===== src/rtl/fifo_rd_stream_pkg.sv =====
// ============================================================================
// fifo_rd_stream_pkg : default sizes, pointer-width helper, stats counter type
// Revision 1.0
// ============================================================================
`default_nettype none

package fifo_rd_stream_pkg;

  localparam int DEF_DATA_WIDTH = 8;
  localparam int DEF_BUF_DEPTH  = 3;
  localparam int DEF_PKT_LEN    = 4;

  typedef logic [15:0] stat_cnt_t;

  localparam stat_cnt_t STAT_MAX = 16'hFFFF;

  // Index width for n entries; a single-entry range still needs one bit.
  function automatic int ptr_w(input int n);
    return (n <= 2) ? 1 : $clog2(n);
  endfunction

endpackage

`default_nettype wire


===== src/rtl/fifo_rd_stream_buf.sv =====
// ============================================================================
// fifo_rd_stream_buf : circular register queue that absorbs FIFO read latency
// Revision 1.0
// ============================================================================
`default_nettype none

module fifo_rd_stream_buf
  import fifo_rd_stream_pkg::*;
#(
  parameter int DATA_WIDTH = DEF_DATA_WIDTH,
  parameter int DEPTH      = DEF_BUF_DEPTH
) (
  input  logic                                clk,
  input  logic                                rst,
  input  logic                                push,
  input  logic [DATA_WIDTH-1:0]               push_data,
  input  logic                                pop,
  output logic [DATA_WIDTH-1:0]               head,
  output logic [ptr_w(DEPTH + 1)-1:0]         occ
);

  localparam int PTR_W = ptr_w(DEPTH);
  localparam int OCC_W = ptr_w(DEPTH + 1);

  localparam logic [PTR_W-1:0] PTR_LAST = PTR_W'(DEPTH - 1);
  localparam logic [OCC_W-1:0] OCC_FULL = OCC_W'(DEPTH);

  logic [DATA_WIDTH-1:0] buf_q [DEPTH];
  logic [DATA_WIDTH-1:0] buf_d [DEPTH];
  logic [PTR_W-1:0]      wr_ptr_q, wr_ptr_d;
  logic [PTR_W-1:0]      rd_ptr_q, rd_ptr_d;
  logic [OCC_W-1:0]      occ_q, occ_d;
  logic [PTR_W-1:0]      head_idx;

  function automatic logic [PTR_W-1:0] ptr_inc(input logic [PTR_W-1:0] p);
    return (p == PTR_LAST) ? '0 : p + 1'b1;
  endfunction

  function automatic logic [PTR_W-1:0] ptr_dec(input logic [PTR_W-1:0] p);
    return (p == '0) ? PTR_LAST : p - 1'b1;
  endfunction

  always_comb begin
    buf_d    = buf_q;
    wr_ptr_d = wr_ptr_q;
    rd_ptr_d = rd_ptr_q;
    occ_d    = occ_q;

    if (push) begin
      buf_d[wr_ptr_q] = push_data;
      wr_ptr_d        = ptr_inc(wr_ptr_q);
    end
    if (pop) begin
      rd_ptr_d = ptr_inc(rd_ptr_q);
    end

    case ({push, pop})
      2'b10:   occ_d = occ_q + 1'b1;
      2'b01:   occ_d = occ_q - 1'b1;
      default: occ_d = occ_q;
    endcase
  end

  always_ff @(posedge clk or posedge rst) begin
    if (rst) begin
      buf_q    <= '{default: '0};
      wr_ptr_q <= '0;
      rd_ptr_q <= '0;
      occ_q    <= '0;
    end else begin
      buf_q    <= buf_d;
      wr_ptr_q <= wr_ptr_d;
      rd_ptr_q <= rd_ptr_d;
      occ_q    <= occ_d;
    end
  end

  // When drained, the slot behind rd_ptr still holds the last word handed out,
  // so the head keeps its value through empty gaps (all zero after reset).
  assign head_idx = (occ_q != '0) ? rd_ptr_q : ptr_dec(rd_ptr_q);
  assign head     = buf_q[head_idx];
  assign occ      = occ_q;

  a_no_overflow: assert property (@(posedge clk) disable iff (rst)
    !(push && (occ_q == OCC_FULL)));

endmodule

`default_nettype wire


===== src/rtl/fifo_rd_stream.sv =====
// ============================================================================
// fifo_rd_stream : async_fifo read-side drain to a framed valid/ready stream
// Optional word/stall statistics ports enabled by FIFO_RD_STREAM_STATS_EN.
// Revision 1.0
// ============================================================================
`default_nettype none

module fifo_rd_stream
  import fifo_rd_stream_pkg::*;
#(
  parameter int DATA_WIDTH = DEF_DATA_WIDTH,
  parameter int BUF_DEPTH  = DEF_BUF_DEPTH,
  parameter int PKT_LEN    = DEF_PKT_LEN
) (
  input  logic                  rd_clk,
  input  logic                  rst,
  input  logic                  fifo_empty,
  input  logic [DATA_WIDTH-1:0] fifo_rd_data,
  output logic                  fifo_rd_en,
  output logic                  out_valid,
  input  logic                  out_ready,
  output logic [DATA_WIDTH-1:0] out_data,
`ifdef FIFO_RD_STREAM_STATS_EN
  output stat_cnt_t             word_count,
  output stat_cnt_t             stall_count,
`endif
  output logic                  out_last
);

  localparam int OCC_W  = ptr_w(BUF_DEPTH + 1);
  localparam int BEAT_W = ptr_w(PKT_LEN);

  localparam logic [OCC_W-1:0]  OCC_MAX   = OCC_W'(BUF_DEPTH);
  localparam logic [BEAT_W-1:0] BEAT_LAST = BEAT_W'(PKT_LEN - 1);

  logic              inflight_q, inflight_d;
  logic [BEAT_W-1:0] beat_cnt_q, beat_cnt_d;
  logic [OCC_W-1:0]  occ;
  logic [OCC_W-1:0]  occ_sum;
  logic              pop;

  fifo_rd_stream_buf #(
    .DATA_WIDTH (DATA_WIDTH),
    .DEPTH      (BUF_DEPTH)
  ) u_buf (
    .clk       (rd_clk),
    .rst       (rst),
    .push      (inflight_q),
    .push_data (fifo_rd_data),
    .pop       (pop),
    .head      (out_data),
    .occ       (occ)
  );

  // Credit check counts the word already in flight, so the buffer can never
  // be asked to capture while full; out_ready is deliberately not consulted.
  always_comb begin
    occ_sum    = occ + OCC_W'(inflight_q);
    fifo_rd_en = !rst && !fifo_empty && (occ_sum < OCC_MAX);
    inflight_d = fifo_rd_en;
    out_valid  = (occ != '0);
    pop        = out_valid && out_ready;
    out_last   = out_valid && (beat_cnt_q == BEAT_LAST);
    beat_cnt_d = beat_cnt_q;
    if (pop) begin
      beat_cnt_d = (beat_cnt_q == BEAT_LAST) ? '0 : beat_cnt_q + 1'b1;
    end
  end

  always_ff @(posedge rd_clk or posedge rst) begin
    if (rst) begin
      inflight_q <= 1'b0;
      beat_cnt_q <= '0;
    end else begin
      inflight_q <= inflight_d;
      beat_cnt_q <= beat_cnt_d;
    end
  end

`ifdef FIFO_RD_STREAM_STATS_EN
  stat_cnt_t word_count_q, word_count_d;
  stat_cnt_t stall_count_q, stall_count_d;

  // Accepted-word count wraps; stall count sticks at its maximum.
  always_comb begin
    word_count_d  = word_count_q;
    stall_count_d = stall_count_q;
    if (pop) begin
      word_count_d = word_count_q + 16'd1;
    end
    if (out_valid && !out_ready && (stall_count_q != STAT_MAX)) begin
      stall_count_d = stall_count_q + 16'd1;
    end
  end

  always_ff @(posedge rd_clk or posedge rst) begin
    if (rst) begin
      word_count_q  <= '0;
      stall_count_q <= '0;
    end else begin
      word_count_q  <= word_count_d;
      stall_count_q <= stall_count_d;
    end
  end

  assign word_count  = word_count_q;
  assign stall_count = stall_count_q;
`endif

endmodule

`default_nettype wire


===== config.mk =====
export PLATFORM = sky130hd
export DESIGN_NAME = fifo_rd_stream
export DESIGN_NICKNAME = d
export VERILOG_FILES = /design/src/rtl/fifo_rd_stream_pkg.sv /design/src/rtl/fifo_rd_stream_buf.sv /design/src/rtl/fifo_rd_stream.sv
export SDC_FILE = /design/constraint.sdc
export NUM_CORES = 1
export LEC_CHECK = 0
export CAP_MARGIN = 20
export CORE_MARGIN = 5
export CORE_UTILIZATION = 60
export CTS_BUF_LIST = sky130_fd_sc_hd__clkbuf_16
export DETAILED_ROUTE_END_ITERATION = 6
export DONT_BUFFER_PORTS = 1
export PLACE_DENSITY = 0.76
export SYNTH_ARGS = -nofsm -noshare
export SYNTH_HDL_FRONTEND = slang
export SYNTH_SLANG_ARGS = --single-unit

===== constraint.sdc =====
create_clock -name rd_clk -period 2.3 [get_ports rd_clk]
set_input_delay 0.23 -clock rd_clk [delete_from_list [all_inputs] [get_ports rd_clk]]
set_output_delay 0.23 -clock rd_clk [all_outputs]
set_load 0.02 [all_outputs]

==> impl_metrics.csv <==
group,metric,value,unit
power,p_leak,0.9113,nW
clock_network,cts_inserted_buffers,5,
logic_synthesis,synth_edf_count,0,
critical_path,crit_type,"register to output pin",
sta,hold_viol_final,0,
logic_synthesis,ys.flop_type,"dfrtp_1",
global_routing,met3_usage,8.511,%
final_layout,design_area,1973,µm²
critical_path,critPathLaunchType,"register",
final_layout,stdcell_count,173,
critical_path,rr_worst_depth,7,
logic_synthesis,synthArstFlopShare,100.0,%
logic_synthesis,synth_seq_cells,33,
clock_network,cts_buffer_depth,2,
sta,slew_headroom,68.99,%
critical_path,slowest_delay,0.44,ns
global_routing,grt_pass1_wl,5.340,mm
global_routing,gr-usage-met2,35.42,%
sta,setup_viol,0,
final_layout,final_net_count,161,
critical_path,crit_slowest_cell,"or4_4",
final_layout,drive_gt1_share,45.45,%
global_routing,antenna_found_initial,0,
sta,fmax,0.4404,GHz
detailed_routing,drt_iter0_drc,24,
clock_network,path_clk_slew,0.05,ns
power,p_sw,0.001358,W
logic_synthesis,netlist_top_cells_area,"dfrtp_1 (53%), mux2_2 (20%), ha_1 (5.6%)",
critical_path,crit_buf_inv,4,
logic_synthesis,synth_top_area_share,53.14,%
logic_synthesis,yosysWarnings,0,
critical_path,reg2reg_slack,0.51,ns
sta,worst_pin_slew,0.4639,ns
detailed_routing,via_per_inst,5.832,
sta,timing.hold.ws,0.1042,ns
clock_network,clk_latency,0.27,ns
logic_synthesis,syn_area_per_cell,12.95,µm²
critical_path,timing.rr.end,"u_buf.occ[1]",
die,fp.dieW,60.89,µm
detailed_routing,dr.pass1.iters,3,
sta,final.setup_skew,0.001531,ns
placed_design,place.gp.congestion,0.7790,
final_layout,syn_to_final_growth,26.97,%
placed_design,placed_cell_area,1687,µm²
power,comb_power_share,49.6,%
min_path,hold_depth,1,
clock_network,numClockSinks,33,
global_routing,gr-total-overflow,0,
placed_design,dp_hpwl,2.086,mm
critical_path,cp.arrival,2.04,ns
global_routing,grt_use_total,20.86,%
detailed_routing,routedWlPerCell,19.68,µm
critical_path,r2r_start,"u_buf.occ[1]",
placed_design,dp_cells,159,
die,initial_core_util,62.73,%
die,rows,18,
global_routing,top_usage_layer,"met2",
detailed_routing,vias,1009,
sta,timing.final.crit_share,98.72,%
die,die_area,3708,µm²
placed_design,place.port_buffers,0,
critical_path,crit_fanout,8,
critical_path,crit_required,2.07,ns
sta,setup_tns,0,ns
logic_synthesis,yosys.area.top_type,"dfrtp_1",
min_path,holdPathEnd,"u_buf.buf_q[3]",
critical_path,end_kind,"output pin",
die,io_pins,23,
power,ir_drop,1.369,mV
global_routing,first_global_vias,1136,
logic_synthesis,syn_area,1554,µm²
sta,slew_violations,0,
clock_network,cts_root_buf,"clkbuf_16",
logic_synthesis,yosysSeqAreaShare,53.14,%
run_status,outcome,"finished, final reports clean",
detailed_routing,routed_wl,3.404,mm
global_routing,met1_usage,23.70,%
clock_network,cts_tree,"done",
power,pwr-share-seq,30.1,%
power,p_sw_share,38.09,%
detailed_routing,drc,0,
power,p_clk_share,20.3,%
logic_synthesis,synth.distinct_cells,23,
min_path,hold_class,"input port to register",
clock_network,cts_htree_levels,2,
power,p_per_area,1807,nW/µm²
detailed_routing,ant_nets,0,
min_path,holdCritStartpoint,"fifo_rd_data[3]",
critical_path,cp_cell_sequence,"inv_2 -> buf_4 -> ha_1 -> or4_4 -> o31ai_4 -> clkbuf_16 -> nand2_2 -> o21ai_2 -> buf_6",
power,p_int,0.002207,W
logic_synthesis,syn_nets,139,
critical_path,cp_top_family,"buffers and inverters",
global_routing,grt_max_degree,34,
flow_run,cap_violations,0,
sta,period_minus_slack,2.271,ns
die,dieHeight,60.89,µm
logic_synthesis,synthesis.instances,120,
die,core_area,2477,µm²
final_layout,n_antenna_cell,0,
Yosys cell counts, drive strengths merged (2+ instances only):
cell	instances
dfrtp	33
mux2	27
mux2i	9
nand2	9
o21ai	9
ha	7
inv	7
nor2	3
a21o	2
nor3	2
xnor2	2
xor2	2
metal layers:
layer	routed length, µm	up-vias	share of wire, %
li1	-	469	-
met1	1365	509	40
met2	1775	24	52
met3	177	7	5.2
met4	85	0	2.5
met5	0	-	0
registers in the layout, summed over array words and instances, names as in the netlist:
signal / count
u_buf.wr_ptr_q: 2
inflight_q: 1
u_buf.buf_q: 24
u_buf.occ: 2
beat_cnt_q: 2
u_buf.rd_ptr_q: 2
worst max-delay path by stage:
stage | startpoint | endpoint | slack, ns | cells past startpoint
2_1_floorplan | u_buf.rd_ptr_q[0] | out_data[0] | 0.28 | 6
3_3_place_gp | u_buf.occ[0] | out_data[2] | 0.29 | 5
3_5_place_dp | u_buf.occ[0] | out_data[5] | 0.26 | 5
4_1_cts | u_buf.rd_ptr_q[1] | out_data[7] | 0.002 | 8
5_1_grt | u_buf.rd_ptr_q[0] | out_data[7] | -0.03 | 9
6_report | u_buf.rd_ptr_q[0] | out_data[7] | 0.03 | 9
final cells by class:
type / count / area, µm²
timing repair buffer: 16 / 156.4
tap: 30 / 37.54
inverter: 7 / 26.28
sequential: 33 / 825.8
clock buffer: 5 / 125.1
multi-input combinational: 79 / 764.5
clock inverter: 3 / 37.54
fill: 153 / 504.2
power groups by stage:
stage / clock network [W] / logic (W) / registers [W]
floorplan: 0 / 0.00103 / 0.00102
CTS: 0.000731 / 0.00172 / 0.00106
finish: 0.000723 / 0.00177 / 0.00107
global placement: 0 / 0.00140 / 0.00103
detailed placement: 0 / 0.00145 / 0.00106
global route: 0.000762 / 0.00191 / 0.00111
metrics by stage:
step	utilization, %	setup slack (ns)	power (W)
global route	79.65	-0.03483	0.003779
CTS	78.43	0.002495	0.003514
global placement	68.08	0.2922	0.002435
floorplan	-	0.2809	0.002053
detailed placement	68.08	0.2551	0.002515
finish	79.65	0.02938	0.003566
repair_timing:
item                                    in CTS  in global routing
hold endpoints to repair                    33                  0
hold buffers                                 1                  0
pin swaps                                    1                  0
endpoints found under the setup margin       8                  8
buffers inserted                             3                  2
gates resized for setup                     22                  5
layout by cell type, fill, tap and decap left out, types with 6 or more instances in the layout:
cell,netlist,layout
inv_1,7,6
nand2_1,9,8
mux2_2,27,27
o21ai_2,0,8
mux2i_1,8,8
ha_1,7,6
dfrtp_1,33,33
clkbuf_16,0,6
buf_4,0,12
kinds of logic after synthesis:
family,after synthesis,synth area share [%]
AOI/OAI and AO/OA,14,5.153
xor gates and xnor gates,4,2.255
adders and majority gates,7,5.636
buffers and inverters,8,2.013
DFF,33,53.14
muxes,36,26.17
and+or+nand+nor,18,5.636
Note: power is estimated with default switching activity, not from simulation.
